[src/rtl/control_sequencer.sv]
// -----------------------------------------------------------------------------
// control_sequencer
//
// Hardwired Moore control unit for the 32-bit single-bus datapath
// (R0-R15, Y, Z, HI/LO, PC, MAR/MDR, IR, ALU).  A state register steps through
// the fetch micro-steps T0-T2, then the execute micro-steps T3-T7 selected by
// the IR opcode.  Every datapath control line is decoded combinationally from
// the current state and the IR contents.
//
// Ports
//   clock      in   system clock, all state updates on the rising edge
//   clear      in   synchronous active-low reset
//   ir[31:0]   in   IR contents, opcode = ir[31:27]
//   mem_ready  in   memory finishes the pending Read/Write this cycle
//   bus_src    out  one-hot bus driver
//                   {BAout,Cout,Rout,LOout,HIout,MDRout,Zlowout,Zhighout,PCout}
//   bus_dst    out  load enables
//                   {Rin,LOin,HIin,Yin,IRin,MDRin,PCin,Zin,MARin}
//   gr_sel     out  {Gra,Grb,Grc} register-field select
//   IncPC      out  ALU computes bus+1
//   alu_op     out  ALU operation code
//   Read       out  memory read strobe (MDR loads Mdatain)
//   Write      out  memory write strobe
//   run        out  high while executing, low in RESET/HALT
//   illegal    out  one-cycle pulse in T3 for an unsupported opcode
// -----------------------------------------------------------------------------
module control_sequencer #(
    parameter int                OPW     = 5,
    parameter logic [OPW-1:0]    ADD_OPC = 5'b00011
) (
    input  logic        clock,
    input  logic        clear,
    input  logic [31:0] ir,
    input  logic        mem_ready,
    output logic [8:0]  bus_src,
    output logic [8:0]  bus_dst,
    output logic [2:0]  gr_sel,
    output logic        IncPC,
    output logic [4:0]  alu_op,
    output logic        Read,
    output logic        Write,
    output logic        run,
    output logic        illegal
);

    // Opcode map
    localparam logic [OPW-1:0] OPC_LD   = 5'b00000;
    localparam logic [OPW-1:0] OPC_LDI  = 5'b00001;
    localparam logic [OPW-1:0] OPC_ST   = 5'b00010;
    localparam logic [OPW-1:0] OPC_ALU0 = 5'b00011;  // add .. or
    localparam logic [OPW-1:0] OPC_ALU1 = 5'b01011;
    localparam logic [OPW-1:0] OPC_IMM0 = 5'b01100;  // addi, andi, ori
    localparam logic [OPW-1:0] OPC_IMM1 = 5'b01110;
    localparam logic [OPW-1:0] OPC_MUL  = 5'b01111;
    localparam logic [OPW-1:0] OPC_DIV  = 5'b10000;
    localparam logic [OPW-1:0] OPC_NEG  = 5'b10001;
    localparam logic [OPW-1:0] OPC_NOT  = 5'b10010;
    localparam logic [OPW-1:0] OPC_MFHI = 5'b11000;
    localparam logic [OPW-1:0] OPC_MFLO = 5'b11001;
    localparam logic [OPW-1:0] OPC_NOP  = 5'b11010;
    localparam logic [OPW-1:0] OPC_HALT = 5'b11011;

    // bus_src bit positions
    localparam int SRC_PC  = 0;
    localparam int SRC_ZHI = 1;
    localparam int SRC_ZLO = 2;
    localparam int SRC_MDR = 3;
    localparam int SRC_HI  = 4;
    localparam int SRC_LO  = 5;
    localparam int SRC_R   = 6;
    localparam int SRC_C   = 7;
    localparam int SRC_BA  = 8;

    // bus_dst bit positions
    localparam int DST_MAR = 0;
    localparam int DST_Z   = 1;
    localparam int DST_PC  = 2;
    localparam int DST_MDR = 3;
    localparam int DST_IR  = 4;
    localparam int DST_Y   = 5;
    localparam int DST_HI  = 6;
    localparam int DST_LO  = 7;
    localparam int DST_R   = 8;

    // gr_sel bit positions
    localparam int GR_C = 0;
    localparam int GR_B = 1;
    localparam int GR_A = 2;

    typedef enum logic [3:0] {
        S_RESET,
        S_T0,
        S_T1,
        S_T2,
        S_T3,
        S_T4,
        S_T5,
        S_T6,
        S_T7,
        S_HALT
    } state_t;

    state_t state_q;
    state_t state_d;

    logic [OPW-1:0] opc;

    // Only the opcode field steers sequencing; register and constant fields
    // are consumed by the datapath select/encode logic.
    logic unused_ir;
    assign unused_ir = ^ir[31-OPW:0];

    assign opc = ir[31 -: OPW];

    // -------------------------------------------------------------------------
    // Instruction class decode
    // -------------------------------------------------------------------------
    logic is_alu, is_imm, is_muldiv, is_negnot, is_ldi, is_ld, is_st;
    logic is_mfhi, is_mflo, is_nop, is_halt, is_bad;

    always_comb begin
        is_alu    = (opc >= OPC_ALU0) && (opc <= OPC_ALU1);
        is_imm    = (opc >= OPC_IMM0) && (opc <= OPC_IMM1);
        is_muldiv = (opc == OPC_MUL) || (opc == OPC_DIV);
        is_negnot = (opc == OPC_NEG) || (opc == OPC_NOT);
        is_ldi    = (opc == OPC_LDI);
        is_ld     = (opc == OPC_LD);
        is_st     = (opc == OPC_ST);
        is_mfhi   = (opc == OPC_MFHI);
        is_mflo   = (opc == OPC_MFLO);
        is_nop    = (opc == OPC_NOP);
        is_halt   = (opc == OPC_HALT);
        is_bad    = !(is_alu || is_imm || is_muldiv || is_negnot || is_ldi ||
                      is_ld || is_st || is_mfhi || is_mflo || is_nop || is_halt);
    end

    // -------------------------------------------------------------------------
    // Next-state logic
    // -------------------------------------------------------------------------
    always_comb begin
        state_d = state_q;
        unique case (state_q)
            S_RESET: state_d = S_T0;
            S_T0:    state_d = S_T1;
            S_T1:    state_d = mem_ready ? S_T2 : S_T1;
            S_T2: begin
                if (is_nop)       state_d = S_T0;
                else if (is_halt) state_d = S_HALT;
                else              state_d = S_T3;
            end
            S_T3: begin
                // Single-step instructions and skipped opcodes finish here.
                if (is_mfhi || is_mflo || is_bad) state_d = S_T0;
                else                              state_d = S_T4;
            end
            S_T4:    state_d = is_negnot ? S_T0 : S_T5;
            S_T5: begin
                if (is_muldiv || is_ld || is_st) state_d = S_T6;
                else                             state_d = S_T0;
            end
            S_T6: begin
                if (is_ld)      state_d = mem_ready ? S_T7 : S_T6;
                else if (is_st) state_d = S_T7;
                else            state_d = S_T0;
            end
            S_T7: begin
                if (is_st) state_d = mem_ready ? S_T0 : S_T7;
                else       state_d = S_T0;
            end
            S_HALT:  state_d = S_HALT;
            default: state_d = S_RESET;
        endcase
    end

    always_ff @(posedge clock) begin
        if (!clear) begin
            state_q <= S_RESET;
        end else begin
            state_q <= state_d;
        end
    end

    // -------------------------------------------------------------------------
    // Output decode (Moore: state plus IR contents)
    // -------------------------------------------------------------------------
    always_comb begin
        bus_src = '0;
        bus_dst = '0;
        gr_sel  = '0;
        IncPC   = 1'b0;
        alu_op  = opc;
        Read    = 1'b0;
        Write   = 1'b0;
        run     = 1'b1;
        illegal = 1'b0;

        unique case (state_q)
            S_RESET, S_HALT: begin
                alu_op = '0;
                run    = 1'b0;
            end
            S_T0: begin
                bus_src[SRC_PC]  = 1'b1;
                bus_dst[DST_MAR] = 1'b1;
                bus_dst[DST_Z]   = 1'b1;
                IncPC            = 1'b1;
                alu_op           = ADD_OPC;
            end
            S_T1: begin
                // Asserted on every held cycle so MDR keeps sampling memory.
                bus_src[SRC_ZLO] = 1'b1;
                bus_dst[DST_PC]  = 1'b1;
                bus_dst[DST_MDR] = 1'b1;
                Read             = 1'b1;
            end
            S_T2: begin
                bus_src[SRC_MDR] = 1'b1;
                bus_dst[DST_IR]  = 1'b1;
            end
            S_T3: begin
                if (is_alu || is_imm) begin
                    gr_sel[GR_B]    = 1'b1;
                    bus_src[SRC_R]  = 1'b1;
                    bus_dst[DST_Y]  = 1'b1;
                end else if (is_muldiv) begin
                    gr_sel[GR_A]    = 1'b1;
                    bus_src[SRC_R]  = 1'b1;
                    bus_dst[DST_Y]  = 1'b1;
                end else if (is_negnot) begin
                    gr_sel[GR_B]    = 1'b1;
                    bus_src[SRC_R]  = 1'b1;
                    bus_dst[DST_Z]  = 1'b1;
                end else if (is_ldi || is_ld || is_st) begin
                    // Base register through BAout so that R0 reads as zero.
                    gr_sel[GR_B]    = 1'b1;
                    bus_src[SRC_BA] = 1'b1;
                    bus_dst[DST_Y]  = 1'b1;
                    alu_op          = ADD_OPC;
                end else if (is_mfhi) begin
                    bus_src[SRC_HI] = 1'b1;
                    gr_sel[GR_A]    = 1'b1;
                    bus_dst[DST_R]  = 1'b1;
                end else if (is_mflo) begin
                    bus_src[SRC_LO] = 1'b1;
                    gr_sel[GR_A]    = 1'b1;
                    bus_dst[DST_R]  = 1'b1;
                end else if (is_bad) begin
                    illegal = 1'b1;
                end
            end
            S_T4: begin
                if (is_alu || is_muldiv) begin
                    gr_sel[is_alu ? GR_C : GR_B] = 1'b1;
                    bus_src[SRC_R] = 1'b1;
                    bus_dst[DST_Z] = 1'b1;
                end else if (is_imm) begin
                    bus_src[SRC_C] = 1'b1;
                    bus_dst[DST_Z] = 1'b1;
                end else if (is_negnot) begin
                    bus_src[SRC_ZLO] = 1'b1;
                    gr_sel[GR_A]     = 1'b1;
                    bus_dst[DST_R]   = 1'b1;
                end else if (is_ldi || is_ld || is_st) begin
                    bus_src[SRC_C] = 1'b1;
                    bus_dst[DST_Z] = 1'b1;
                    alu_op         = ADD_OPC;
                end
            end
            S_T5: begin
                if (is_alu || is_imm || is_ldi) begin
                    bus_src[SRC_ZLO] = 1'b1;
                    gr_sel[GR_A]     = 1'b1;
                    bus_dst[DST_R]   = 1'b1;
                end else if (is_muldiv) begin
                    bus_src[SRC_ZLO] = 1'b1;
                    bus_dst[DST_LO]  = 1'b1;
                end else if (is_ld || is_st) begin
                    // Effective address moves from Z into MAR.
                    bus_src[SRC_ZLO] = 1'b1;
                    bus_dst[DST_MAR] = 1'b1;
                    alu_op           = ADD_OPC;
                end
            end
            S_T6: begin
                if (is_muldiv) begin
                    bus_src[SRC_ZHI] = 1'b1;
                    bus_dst[DST_HI]  = 1'b1;
                end else if (is_ld) begin
                    Read             = 1'b1;
                    bus_dst[DST_MDR] = 1'b1;
                end else if (is_st) begin
                    gr_sel[GR_A]     = 1'b1;
                    bus_src[SRC_R]   = 1'b1;
                    bus_dst[DST_MDR] = 1'b1;
                end
            end
            S_T7: begin
                if (is_ld) begin
                    bus_src[SRC_MDR] = 1'b1;
                    gr_sel[GR_A]     = 1'b1;
                    bus_dst[DST_R]   = 1'b1;
                end else if (is_st) begin
                    Write = 1'b1;
                end
            end
            default: begin
                alu_op = '0;
                run    = 1'b0;
            end
        endcase
    end

endmodule
[config.mk]
export PLATFORM = sky130hd
export DESIGN_NAME = control_sequencer
export DESIGN_NICKNAME = d
export VERILOG_FILES = /design/src/rtl/control_sequencer.sv
export SDC_FILE = /design/constraint.sdc
export NUM_CORES = 1
export LEC_CHECK = 0
export CORE_MARGIN = 5
export CORE_UTILIZATION = 36
export DETAILED_ROUTE_END_ITERATION = 10
export PLACE_DENSITY = 0.87
export SLEW_MARGIN = 20
export SYNTH_ARGS = -nofsm -noshare
export SYNTH_HDL_FRONTEND = slang
export SYNTH_SLANG_ARGS = --single-unit
[constraint.sdc]
create_clock -name clock -period 1.85 [get_ports clock]
set_clock_uncertainty 0.05 [all_clocks]
set_input_delay 0.2775 -clock clock [delete_from_list [all_inputs] [get_ports clock]]
set_output_delay 0.2775 -clock clock [all_outputs]
set_load 0.01 [all_outputs]
## Word-level counts from Yosys, hierarchy flattened

Cells that the tools add are included.

| word-level totals | value |
|---|---|
| register bits | 4 |
| bits of input ports | 35 |
| output and inout port bits | 31 |
| logic and storage cells | 161 |

| operators by class | value |
|---|---|
| magnitude comparators | 6 |
| equality and inequality tests | 19 |
| multiplexer cells | 106 |
| reductions and logical operators | 29 |

Operators with widths:

| kind | count |
|---|---|
| $mux W1 | 68 |
| $mux W5 | 9 |
| $pmux W4 S10 | 1 |
| $eq A5 B5 Y1 const B | 7 |
| $mux W4 | 7 |
| $pmux W5 S5 | 1 |
| $logic_or A1 B1 Y1 | 21 |
| $eq A4 B3 Y1 const B | 4 |
| $mux W2 | 6 |
| $le A5 B4 Y1 const B | 2 |
| $pmux W1 S2 | 5 |
| $mux W3 | 3 |
| $pmux W1 S3 | 3 |
| $eq A4 B2 Y1 const B | 2 |
| $eq A4 B4 Y1 const B | 2 |
| $reduce_or A8 Y1 | 1 |
| $eq A5 B1 Y1 const B | 1 |
| $eq A5 B2 Y1 const B | 1 |
| $eq A5 B4 Y1 const B | 1 |
| $ge A5 B2 Y1 const B | 1 |
| $ge A5 B4 Y1 const B | 1 |
| $logic_not A5 Y1 | 1 |
| $pmux W1 S5 | 1 |
| $eq A4 B1 Y1 const B | 1 |
| 8 further kinds | 10 |

## Logic depth before layout (Yosys ltp)

Gate-level depths: netlist of the first run.

| depth | value |
|---|---|
| depth after elaboration | 20 |
| gate-level depth with buffers | 6 |
| mapped depth without buffers | 5 |

## Least setup slack after synthesis of the first run

Ideal clock, no wire load.

| timing path | value |
|---|---|
| path kind | input port to output port |
| from | input port ir[30] |
| to | output port bus_src[7] |
| data arrival time | 1.530 ns |
| data required time | 1.522 ns |
| path slack | -0.007 ns |
| stages on the path | 5 |
| cells stage by stage | buf_2 > clkbuf_1 > nand2b_1 > nand2_1 > a2111oi_0 |

| between the ends | value |
|---|---|
| word-level cells in the longest chain between the ends | 8 |

RTL lines:

| item | line | text |
|---|---|---|
| from (decl) | 33 | `input logic [31:0] ir,` |
| $eq A5 B1 Y1 or $logic_not A5 Y1 (tied branches) | 126, 127 |  |
| $logic_or A1 B1 Y1 (2 in a row) | 263 | `end else if (is_ldi \|\| is_ld \|\| is_st) begin` |
| $mux W1 | 263 |  |
| $mux W1 | 259 | `end else if (is_negnot) begin` |
| $mux W1 | 256 | `end else if (is_imm) begin` |
| $mux W1 * | 252 | `if (is_alu \|\| is_muldiv) begin` |
| $mux W1 * | 197 | `unique case (state_q)` |
| to (decl) | 35 | `output logic [8:0] bus_src,` |

Mark *: on every way between the ends. The rest lies on a longest branch, timed or not.

## Final worst setup path of the first run

| timing path | value |
|---|---|
| from | register state_q[1] |
| to | output port bus_dst[8] |

| between the ends | value |
|---|---|
| word-level cells in the longest chain between the ends | 2 |

RTL lines:

| item | line | text |
|---|---|---|
| from (decl) | 103 | `state_t state_q;` |
| from (signal assigned) | 179 | `state_q <= state_d;` |
| $eq A4 B4 Y1 or $eq A4 B3 Y1 (tied branches) | 197 |  |
| $pmux W1 S4 * | 197 |  |
| to (decl) | 36 | `output logic [8:0] bus_dst,` |

Marks and branches as above.

==> metrics.md, run 1 <==
| Metric | Value |
|---|---|
| Outcome | finished with violations |
| Failing checks | negative setup slack |
| DR vias | approximately 1,900 |
| Max Buffers Root-to-Sink | 2 |
| Post-Place Setup Slack | -0.9010 ns |
| Slew HR | roughly 70% |
| Worst r2r path cells | 7 |
| Core area | approximately 2500 um^2 |
| Drt pass-1 iters | 5 |
| Crit. Startpoint | state_q[1] |
| RR Endpoint | state_q[0] |
| YS warnings | 0 |
| Async set-or-reset flop fraction in the synthesized netlist | 0% |
| Worst slew pin tran | 0.4239 ns |
| IO Port Bufs | 38 |
| RR Startpoint | state_q[1] |
| CP arrival | around 1.8 ns |
| Via/cell ratio | roughly 6.9 |
| Syn Inst Count | 154 |
| DR WL/cell | 23.51 um |
| Die Height | 61.77 um |
| Min cycle time layout | roughly 2.1 ns |
| Layout overhead on the synthesized area | 121.0% |
| Synth top area share | 8.301% |
| Worst skew pair latency | 0.24 ns |
| Final worst setup slack | -0.2827 ns |
| Boundary Pins | 66 |
| Htree depth | 1 |
| Register area | about 90 um^2 |
| Gr ovfl total | 0 |
| Total Wirelength | between 6000 and 7000 um |
| Biggest regs | state_q (4) |
| All-layer global routing usage | a little under 30% |
| Worst ir drop on vdd | 633.3 uV |
| Initial core utilization | 38.24% |
| Hold Path Class | in2reg |
| Final #Nets | 284 |
| Mapped Area | between 900 and 1000 um^2 |
| Drt drc | 0 |
| Setup crit start kind | flop |
| Post-synth EDFFs | 0 |
| Area of the multi-input gates | about 1100 um^2 |
| Final Setup Violations | 26 |
| Yosys reg bits | 4 |
| Fin util | a little over four fifths |
| Sequential area share after synthesis | 8.301% |
| DP Wirelength | around 3000 um |
| First-pass GRT wire length | between 8000 and 9000 um |
| Final Wtd Congestion | 0.9632 |
| Number of CTS-inserted buffers | 3 |
| Share of cells above drive strength 1 | 64.37% |
| Reg clk slew, reported paths | roughly 0.040 ns |
| CTS Sinks | 4 |
| Pleak | ~0.97 nW |
| Max FO, Critical Path | 3 |
| Synth top cells by count | 16 x nand2_1, 15 x o21ai_0, 13 x nor2_1 |
| Top-count cell post-synth | nand2_1 |
| Avg Cell Area, Syn | ~6.3 um^2 |
| Vias in the first global route | between 1,500 and 2,000 |
| Fillers | between 100 and 150 |
| Tcrit/Tclk final | 115.3% |
| Max Fclk | 468.9 MHz |
| Maxcap violations | 0 |
| Max reg flops | 4 |
| Cell taking the most area after synthesis | dfxtp_1 |
| First DRT Iteration DRCs | between 200 and 300 |
| Worst setup path endpoint | bus_dst[8] |
| Pwr Density | between 300 and 400 nW/um^2 |
| Hold Vio Cnt, Final | 0 |
| Total Die Area | ~3800 um^2 |
| Worst EP required | 1.52 ns |
| FP Rows | 18 |
| Fin. max-slew vios | 0 |
| Setup crit end kind | output pin |
| Largest net degree at the start of global routing | 17 |
| RSZ-0062 raised after global routing | true |
| Synth Flop Type | dfxtp_1 |
| ANT cells | 0 |
| R2R setup slack | about 0.08 ns |
| Critical path type | reg2out |
| Top post-synthesis cells by area | dfxtp_1 8.3%, o21ai_0 7.8%, nand2_1 6.2%, nor3_1 5.2%, nor2_1 5.1% |
| Synthesized Nets | 189 |
| Most flops, register | state_q |
| Initial antenna violation count | 0 |
| DRT antenna net count | 0 |
| Unique masters post-synth | slightly below 50 |
| CTS root buffer | clkbuf_4 |
| CTS tree | done |
| Die X | between 60 and 70 um |
[power breakdown]
part           switching, mW  internal, mW
logic                  0.302         0.281
registers            0.00977        0.0937
clock network         0.0396        0.0728
[cell type report]
cell class / instances / area share (%)
multi-input combinational: 126 / 50.47
clock buffer: 3 / 1.056
inverter: 7 / 1.350
tap: 30 / 1.761
timing repair buffer: 107 / 41.26
sequential: 4 / 4.108
[worst max-delay path: stages, from the launching register on]
cell and delay, ns:
dfxtp_2 0.34, or4b_4 0.57, or3_4 0.37, o211ai_1 0.11, buf_2 0.17
[placed cells by master (no fill, tap or decap), drive strengths merged, types with 3 or more instances in the layout]
| cell type | Yosys | layout |
|---|---|---|
| buf | 10 | 91 |
| clkdlybuf4s15 | 0 | 5 |
| nand4 | 3 | 3 |
| a211oi | 3 | 3 |
| and2 | 3 | 3 |
| dfxtp | 4 | 4 |
| or4b | 3 | 3 |
| a21oi | 6 | 6 |
| clkbuf | 7 | 9 |
| nand2b | 4 | 4 |
| inv | 7 | 7 |
| nor3 | 10 | 10 |
| nor4 | 4 | 4 |
| nand3 | 5 | 5 |
| o21ai | 15 | 15 |
| nand2 | 16 | 16 |
| clkdlybuf4s50 | 0 | 3 |
| a31oi | 3 | 3 |
| nor2 | 13 | 13 |
| nor2b | 5 | 5 |
[metal layers]
| layer | track usage [%] | wire length [um] | vias to the layer above |
|---|---|---|---|
| li1 | - | - | 764 |
| met1 | 36.23 | 2151 | 838 |
| met2 | 49.93 | 2825 | 223 |
| met3 | 6.198 | 989 | 74 |
| met4 | 11.21 | 545 | 0 |
| met5 | 0 | 0 | - |
[worst min path at each step]
stage / slack, ns / endpoint / start / cells past startpoint
2_1_floorplan: 0.41 / state_q[1] / clear / 2
3_5_place_dp: 0.65 / state_q[3] / state_q[3] / 3
5_1_grt: 0.64 / state_q[3] / ir[27] / 5
3_3_place_gp: 0.63 / state_q[3] / state_q[3] / 3
4_1_cts: 0.57 / state_q[3] / ir[27] / 5
6_report: 0.59 / state_q[3] / ir[27] / 5
[repair_timing]
item	CTS	global route
setup endpoints to repair	33	30
buffers inserted	15	11
hold buffers	0	0
resized for setup	172	47
cloned	2	0
pin swaps	19	15
[through the flow]
stage / power (mW) / setup TNS (ns) / instance area, um^2 / instances / hold slack (ns)
3_3_place_gp: 0.4781 / -18.08 / 1604 / 246 / 0.6268
2_1_floorplan: 0.2816 / 0 / 965.9 / 154 / 0.4097
4_1_cts: 0.6704 / -1.711 / 1918 / 266 / 0.5706
3_5_place_dp: 0.4872 / -19.26 / 1604 / 246 / 0.6487
5_1_grt: 0.8376 / -4.653 / 2132 / 277 / 0.6434
6_report: 0.7992 / -3.482 / 2132 / 277 / 0.5851
[cells by family (layout without fill, tap and decap cells)]
family | count (synthesis) | after routing | share of synthesized area, %
simple gates | 76 | 76 | 44.75
compound gates | 48 | 48 | 33.33
buf+inv | 24 | 117 | 11.80
flops | 4 | 4 | 8.301
xor+xnor | 2 | 2 | 1.816
(Power assumes the default switching activity.)
==> run 2: changes to the inputs <==
Settings changed: PLACE_DENSITY 0.87 to unset, PLACE_DENSITY_LB_ADDON set to 0.1, SETUP_SLACK_MARGIN set to 0.3.
==> metrics.md, run 2 (synthesized netlist as in run 1, its figures left out) <==
| Metric | Value |
|---|---|
| CTS root buffer | clkbuf_4 |
| Layout overhead on the synthesized area | 129.7% |
| Worst slew pin tran | 0.5259 ns (+0.1020 ns) |
| Die Height | 61.77 um (unchanged) |
| RSZ-0062 raised after global routing | true |
| Sequential Power Share | 12.6% (-0.3 points) |
| CP arrival | 1.80 ns (about the same) |
| Htree depth | 1 (unchanged) |
| DP Wirelength | 3348 um (+11%) |
| Worst hold margin | 0.5947 ns (+0.009592 ns) |
| Fin. max-slew vios | 0 (unchanged) |
| R2R setup slack | -0.12 ns (-0.20 ns) |
| Final Wtd Congestion | 0.9395 (-2.5%) |
| Hold Path End | state_q[3] |
| Switch share | 43.84% (-0.12 points) |
| Final worst setup slack | -0.2741 ns (+0.008522 ns) |
| First-pass GRT wire length | 9342 um (+11%) |
| Failing checks | negative setup slack |
| Via/cell ratio | 6.585 (-3.9%) |
| Critical Path, Cell by Cell | or4b_4, nor2_1, a31oi_1, o211ai_1, buf_2 |
| Max reg flops | 4 (unchanged) |
| Max Buffers Root-to-Sink | 2 (unchanged) |
| Comb pwr share | 73.3% (+0.3 points) |
| Met2 track demand over resource | 59.49% (+9.6 points) |
| First DRT Iteration DRCs | 212 (-27%) |
| CTS tree | done |
| Critical path type | reg2out |
| Clock network power share | 14.1% (about the same) |
| Drt drc | 0 (unchanged) |
| Final Setup Violations | 23 (-12%) |
| Maxcap violations | 0 (unchanged) |
| DR vias | 1,890 (-0.47%) |
| Pwr Density | 370.5 nW/um^2 (-1.2%) |
| All-layer global routing usage | 33.14% (+3.8 points) |
| Slowest CP cell | or4b_4 |
| FP Rows | 18 (unchanged) |
| Most flops, register | state_q |
| Total Wirelength | 6516 um (about the same) |
| Setup crit end kind | output pin |
| Max Fclk | 470.8 MHz (+0.40%) |
| Worst EP required | 1.52 ns (about the same) |
| Hold path start | ir[28] |
| Pleak | 1.011 nW (+4.6%) |
| Largest net degree at the start of global routing | 13 (-4) |
| Setup crit start kind | flop |
| RR Startpoint | state_q[0] |
| Reg clk slew, reported paths | 0.04 ns (about the same) |
| Commonest non-fill, non-tap cell in the layout | buf_4 |
| CTS Sinks | 4 (unchanged) |
| DR WL/cell | 22.70 um (-3.4%) |
| DP Area | 1717 um^2 (+7.0%) |
| Sw power | 0.3600 mW (+2.4%) |
| Max FO, Critical Path | 4 (+1) |
| Boundary Pins | 66 (unchanged) |
| Fin cells | 287 (+3.6%) |
| Worst r2r path cells | 11 (+4) |
| Hold Path Class | in2reg |
| Core area | 2522 um^2 (unchanged) |
| IO Port Bufs | 38 (unchanged) |
| Post-Place Setup Slack | -0.9587 ns (-0.05768 ns) |
| Finished Cell Area | 2216 um^2 (+3.9%) |
| Dpl cells | 256 (+4.1%) |
| ANT cells | 0 (unchanged) |
| CP max stage delay | 0.53 ns (-0.04 ns) |
| Initial core utilization | 38.24% (unchanged) |
| Slew HR | 64.88% (-6.7 points) |
| Worst skew pair latency | 0.24 ns (about the same) |
| Power Internal | 0.4611 mW (+3.0%) |
| Number of CTS-inserted buffers | 3 (unchanged) |
| GRT busiest layer | met2 |
| Hold Vio Cnt, Final | 0 (unchanged) |
| Hold Path Stages | 5 (unchanged) |
| Biggest regs | state_q (4) |
| Most frequent cells in the layout | 55 x buf_4, 30 x buf_6, 28 x buf_2 |
| Worst ir drop on vdd | 562.4 uV (-11%) |
| RR Endpoint | state_q[2] |
| Initial antenna violation count | 0 (unchanged) |
| DRT antenna net count | 0 (unchanged) |
| Total Die Area | 3815 um^2 (unchanged) |
| GRT met3 Usage | 6.612% (+0.41 points) |
| Gr ovfl total | 0 (unchanged) |
| Min cycle time layout | 2.124 ns (-0.008522 ns) |
| Die X | 61.77 um (unchanged) |
| Grt met1 use | 38.17% (+1.9 points) |
| Outcome | finished with violations |
| Drt pass-1 iters | 6 (+1) |
| Vias in the first global route | 1,821 (+9.8%) |
| Tcrit/Tclk final | 114.8% (-0.46 points) |
| Final #Nets | 294 (+3.5%) |
| Share of cells above drive strength 1 | 69.26% (+4.9 points) |
==> run 2: through the flow <==
step	setup TNS [ns]	power (mW)	utilization (%)
5_1_grt	-4.438	0.8544	87.85
2_1_floorplan	0	0.2936	-
6_report	-3.338	0.8210	87.85
4_1_cts	-2.480	0.7367	84.62
3_3_place_gp	-18.91	0.5059	68.06
3_5_place_dp	-19.81	0.5142	68.06
==> run 2: layer usage <==
metal / vias to the layer above / routed length, um
met5: - / 0
met4: 0 / 491
met3: 61 / 718
met2: 169 / 3023
met1: 873 / 2282
li1: 787 / -
==> run 2: area by class of cell <==
cell class              count  area [um^2]
fillers                   124        306.5
flip-flops and latches      4        90.09
inverters                   7        30.03
repair buffers            117        940.9
clock buffers               3        22.52
multi-input cells         126         1095
well taps                  30        37.54
==> run 2: power by group through the flow <==
stage,registers [mW],clock network (mW),logic [mW]
floorplan,0.0986,0,0.195
global placement,0.101,0,0.405
detailed placement,0.101,0,0.413
CTS,0.102,0.107,0.528
global route,0.104,0.125,0.626
finish,0.103,0.116,0.602
==> run 2: what timing repair did <==
item / in CTS / in global routing
hold buffers: 0 / 0
buffers inserted: 23 / 4
gates resized for setup: 228 / 24
setup endpoints to repair: 35 / 35
gates cloned: 1 / 0
hold endpoints to repair: 0 / 0
pin swaps: 22 / 8
==> run 2: worst max-delay path: cells and delay by family (launching register included) <==
kind | cells | cell delay (ns)
AO/OA/AOI/OAI | 2 | 0.32
flip-flops | 1 | 0.35
buffers and inverters | 1 | 0.17
AND/OR/NAND/NOR | 2 | 0.71
==> run 2: worst max path at each step <==
| stage | slack [ns] | from | to | cells after the start |
|---|---|---|---|---|
| after floorplan | 0.09 | state_q[1] | bus_dst[8] | 4 |
| after global placement | -0.89 | ir[27] | bus_dst[8] | 5 |
| after detailed placement | -0.96 | ir[27] | bus_dst[8] | 5 |
| after CTS | -0.26 | state_q[0] | bus_dst[8] | 4 |
| after global routing | -0.33 | state_q[0] | bus_src[6] | 5 |
| final | -0.27 | state_q[1] | bus_src[6] | 5 |
==> run 3: changes to the inputs <==
Settings changed: SKIP_CTS_REPAIR_TIMING set to 1.
==> metrics.md, run 3 (synthesized netlist as in run 1, its figures left out) <==
| Metric | Value |
|---|---|
| Outcome | finished with violations |
| Failing checks | negative setup slack |
| Initial core utilization | 38.24% (unchanged) |
| Switch share | 42.82% (-1.0 points) |
| RSZ-0062 raised after global routing | true |
| Worst ir drop on vdd | 442.0 uV (-21%) |
| Layout overhead on the synthesized area | 121.0% |
| Finished Cell Area | 2132 um^2 (-3.8%) |
| Via/cell ratio | 6.338 (-3.8%) |
| Final worst setup slack | -0.2842 ns (-0.01000 ns) |
| Max Buffers Root-to-Sink | 2 (unchanged) |
| Biggest regs | state_q (4) |
| Setup crit end kind | output pin |
| Slew HR | 68.70% (+3.8 points) |
| Hold Vio Cnt, Final | 0 (unchanged) |
| Clock network power share | 14.7% (+0.6 points) |
| CP arrival | 1.81 ns (about the same) |
| Drt pass-1 iters | 5 (-1) |
| Vias in the first global route | 1,359 (-25%) |
| Sequential Power Share | 13.0% (+0.4 points) |
| Max reg flops | 4 (unchanged) |
| DP Wirelength | 3348 um (unchanged) |
| Fin. max-slew vios | 0 (unchanged) |
| Final #Nets | 285 (-3.1%) |
| DP Area | 1717 um^2 (unchanged) |
| ANT cells | 0 (unchanged) |
| Pleak | 0.9525 nW (-5.8%) |
| Worst skew pair latency | 0.25 ns (about the same) |
| Number of CTS-inserted buffers | 3 (unchanged) |
| Initial antenna violation count | 0 (unchanged) |
| Total Wirelength | 5452 um (-16%) |
| DRT antenna net count | 0 (unchanged) |
| Reg clk slew, reported paths | 0.04 ns (about the same) |
| Sw power | 0.3381 mW (-6.1%) |
| FP Rows | 18 (unchanged) |
| Max Fclk | 468.6 MHz (-0.47%) |
| Final Wtd Congestion | 0.9395 (unchanged) |
| Drt drc | 0 (unchanged) |
| Commonest non-fill, non-tap cell in the layout | buf_4 |
| Die Height | 61.77 um (unchanged) |
| DR vias | 1,762 (-6.8%) |
| Dpl cells | 256 (unchanged) |
| Fin cells | 278 (-3.1%) |
| Htree depth | 1 (unchanged) |
| Final Setup Violations | 19 (-17%) |
| Max FO, Critical Path | 6 (+2) |
| Pwr Density | 370.3 nW/um^2 (about the same) |
| Overall power | 0.7896 mW (-3.8%) |
| CTS root buffer | clkbuf_4 |
| Most flops, register | state_q |
| Core area | 2522 um^2 (unchanged) |
| Gr ovfl total | 0 (unchanged) |
| Die X | 61.77 um (unchanged) |
| Sum of negative setup slack | -2.563 ns (+0.7749 ns) |
| Share of cells above drive strength 1 | 64.11% (-5.1 points) |
| Maxcap violations | 0 (unchanged) |
| Setup crit start kind | flop |
| Worst hold margin | 0.5175 ns (-0.07716 ns) |
| Comb pwr share | 72.3% (-1.0 points) |
| Most frequent cells in the layout | 53 x buf_4, 20 x buf_6, 18 x buf_2 |
| Power Internal | 0.4515 mW (-2.1%) |
| First DRT Iteration DRCs | 115 (-46%) |
| Hold Path Class | in2reg |
| IO Port Bufs | 38 (unchanged) |
| DR WL/cell | 19.61 um (-14%) |
| Boundary Pins | 66 (unchanged) |
| Worst slew pin tran | 0.4646 ns (-0.06129 ns) |
| All-layer global routing usage | 22.46% (-11 points) |
| Min cycle time layout | 2.134 ns (+0.01000 ns) |
| Total Die Area | 3815 um^2 (unchanged) |
| Tcrit/Tclk final | 115.4% (+0.54 points) |
| Worst EP required | 1.52 ns (about the same) |
| CTS Sinks | 4 (unchanged) |
| Critical path type | reg2out |
| First-pass GRT wire length | 6506 um (-30%) |
| CTS tree | done |
| Largest net degree at the start of global routing | 24 (+11) |
## run 3: changes by cell type in the layout (fill, tap and decap cells not counted), sizes merged
cell,before,now
clkinvlp,1,0
dlymetal6s2s,0,1
buf,115,95
clkbuf,3,13
inv,6,7
## run 3: critical path, cell delays in order, from the launching register on
cell and delay (ns):
dfxtp_4 0.39, or4b_4 0.49, or3_4 0.41, o31ai_1 0.09, buf_2 0.18
## run 3: metal layers
layer  routed length (um)  vias to the layer above  GRT usage (%)
li1                     -                      773              -
met1                 2010                      828          29.62
met2                 2676                      135          39.61
met3                  547                       26          2.893
met4                  218                        0          3.636
met5                    0                        -              0
## run 3: power groups by stage
| stage | sequential (mW) | combinational [mW] | clock (mW) |
|---|---|---|---|
| final | 0.103 | 0.571 | 0.116 |
| after floorplan | 0.0986 | 0.195 | 0 |
| after detailed placement | 0.101 | 0.413 | 0 |
| after global routing | 0.103 | 0.602 | 0.124 |
| after global placement | 0.101 | 0.405 | 0 |
| after CTS | 0.100 | 0.414 | 0.108 |
## run 3: cell type report
cell class,count,area (um^2)
Tap cell,30,37.54
Clock buffer,3,22.52
Multi-Input combinational cell,126,1082
Fill cell,144,390.4
Sequential cell,4,90.09
Inverter,7,28.78
Timing Repair Buffer,108,870.8
## run 3: through the flow
step	worst slack [ns]	utilization (%)
final	-0.2842	84.52
after global routing	-0.3433	84.52
after CTS	-0.9565	68.95
after detailed placement	-0.9587	68.06
after global placement	-0.8916	68.06
after floorplan	0.08592	-
## run 3: path summary, 6_finish.rpt
| path | startpoint | end | slack [ns] | depth (start not counted) |
|---|---|---|---|---|
| max reg2reg | state_q[0] | state_q[1] | 0.09 | 7 |
| min reg2reg | state_q[3] | state_q[3] | 0.67 | 3 |
| max | state_q[3] | bus_src[3] | -0.28 | 4 |
| min | ir[30] | state_q[3] | 0.52 | 5 |
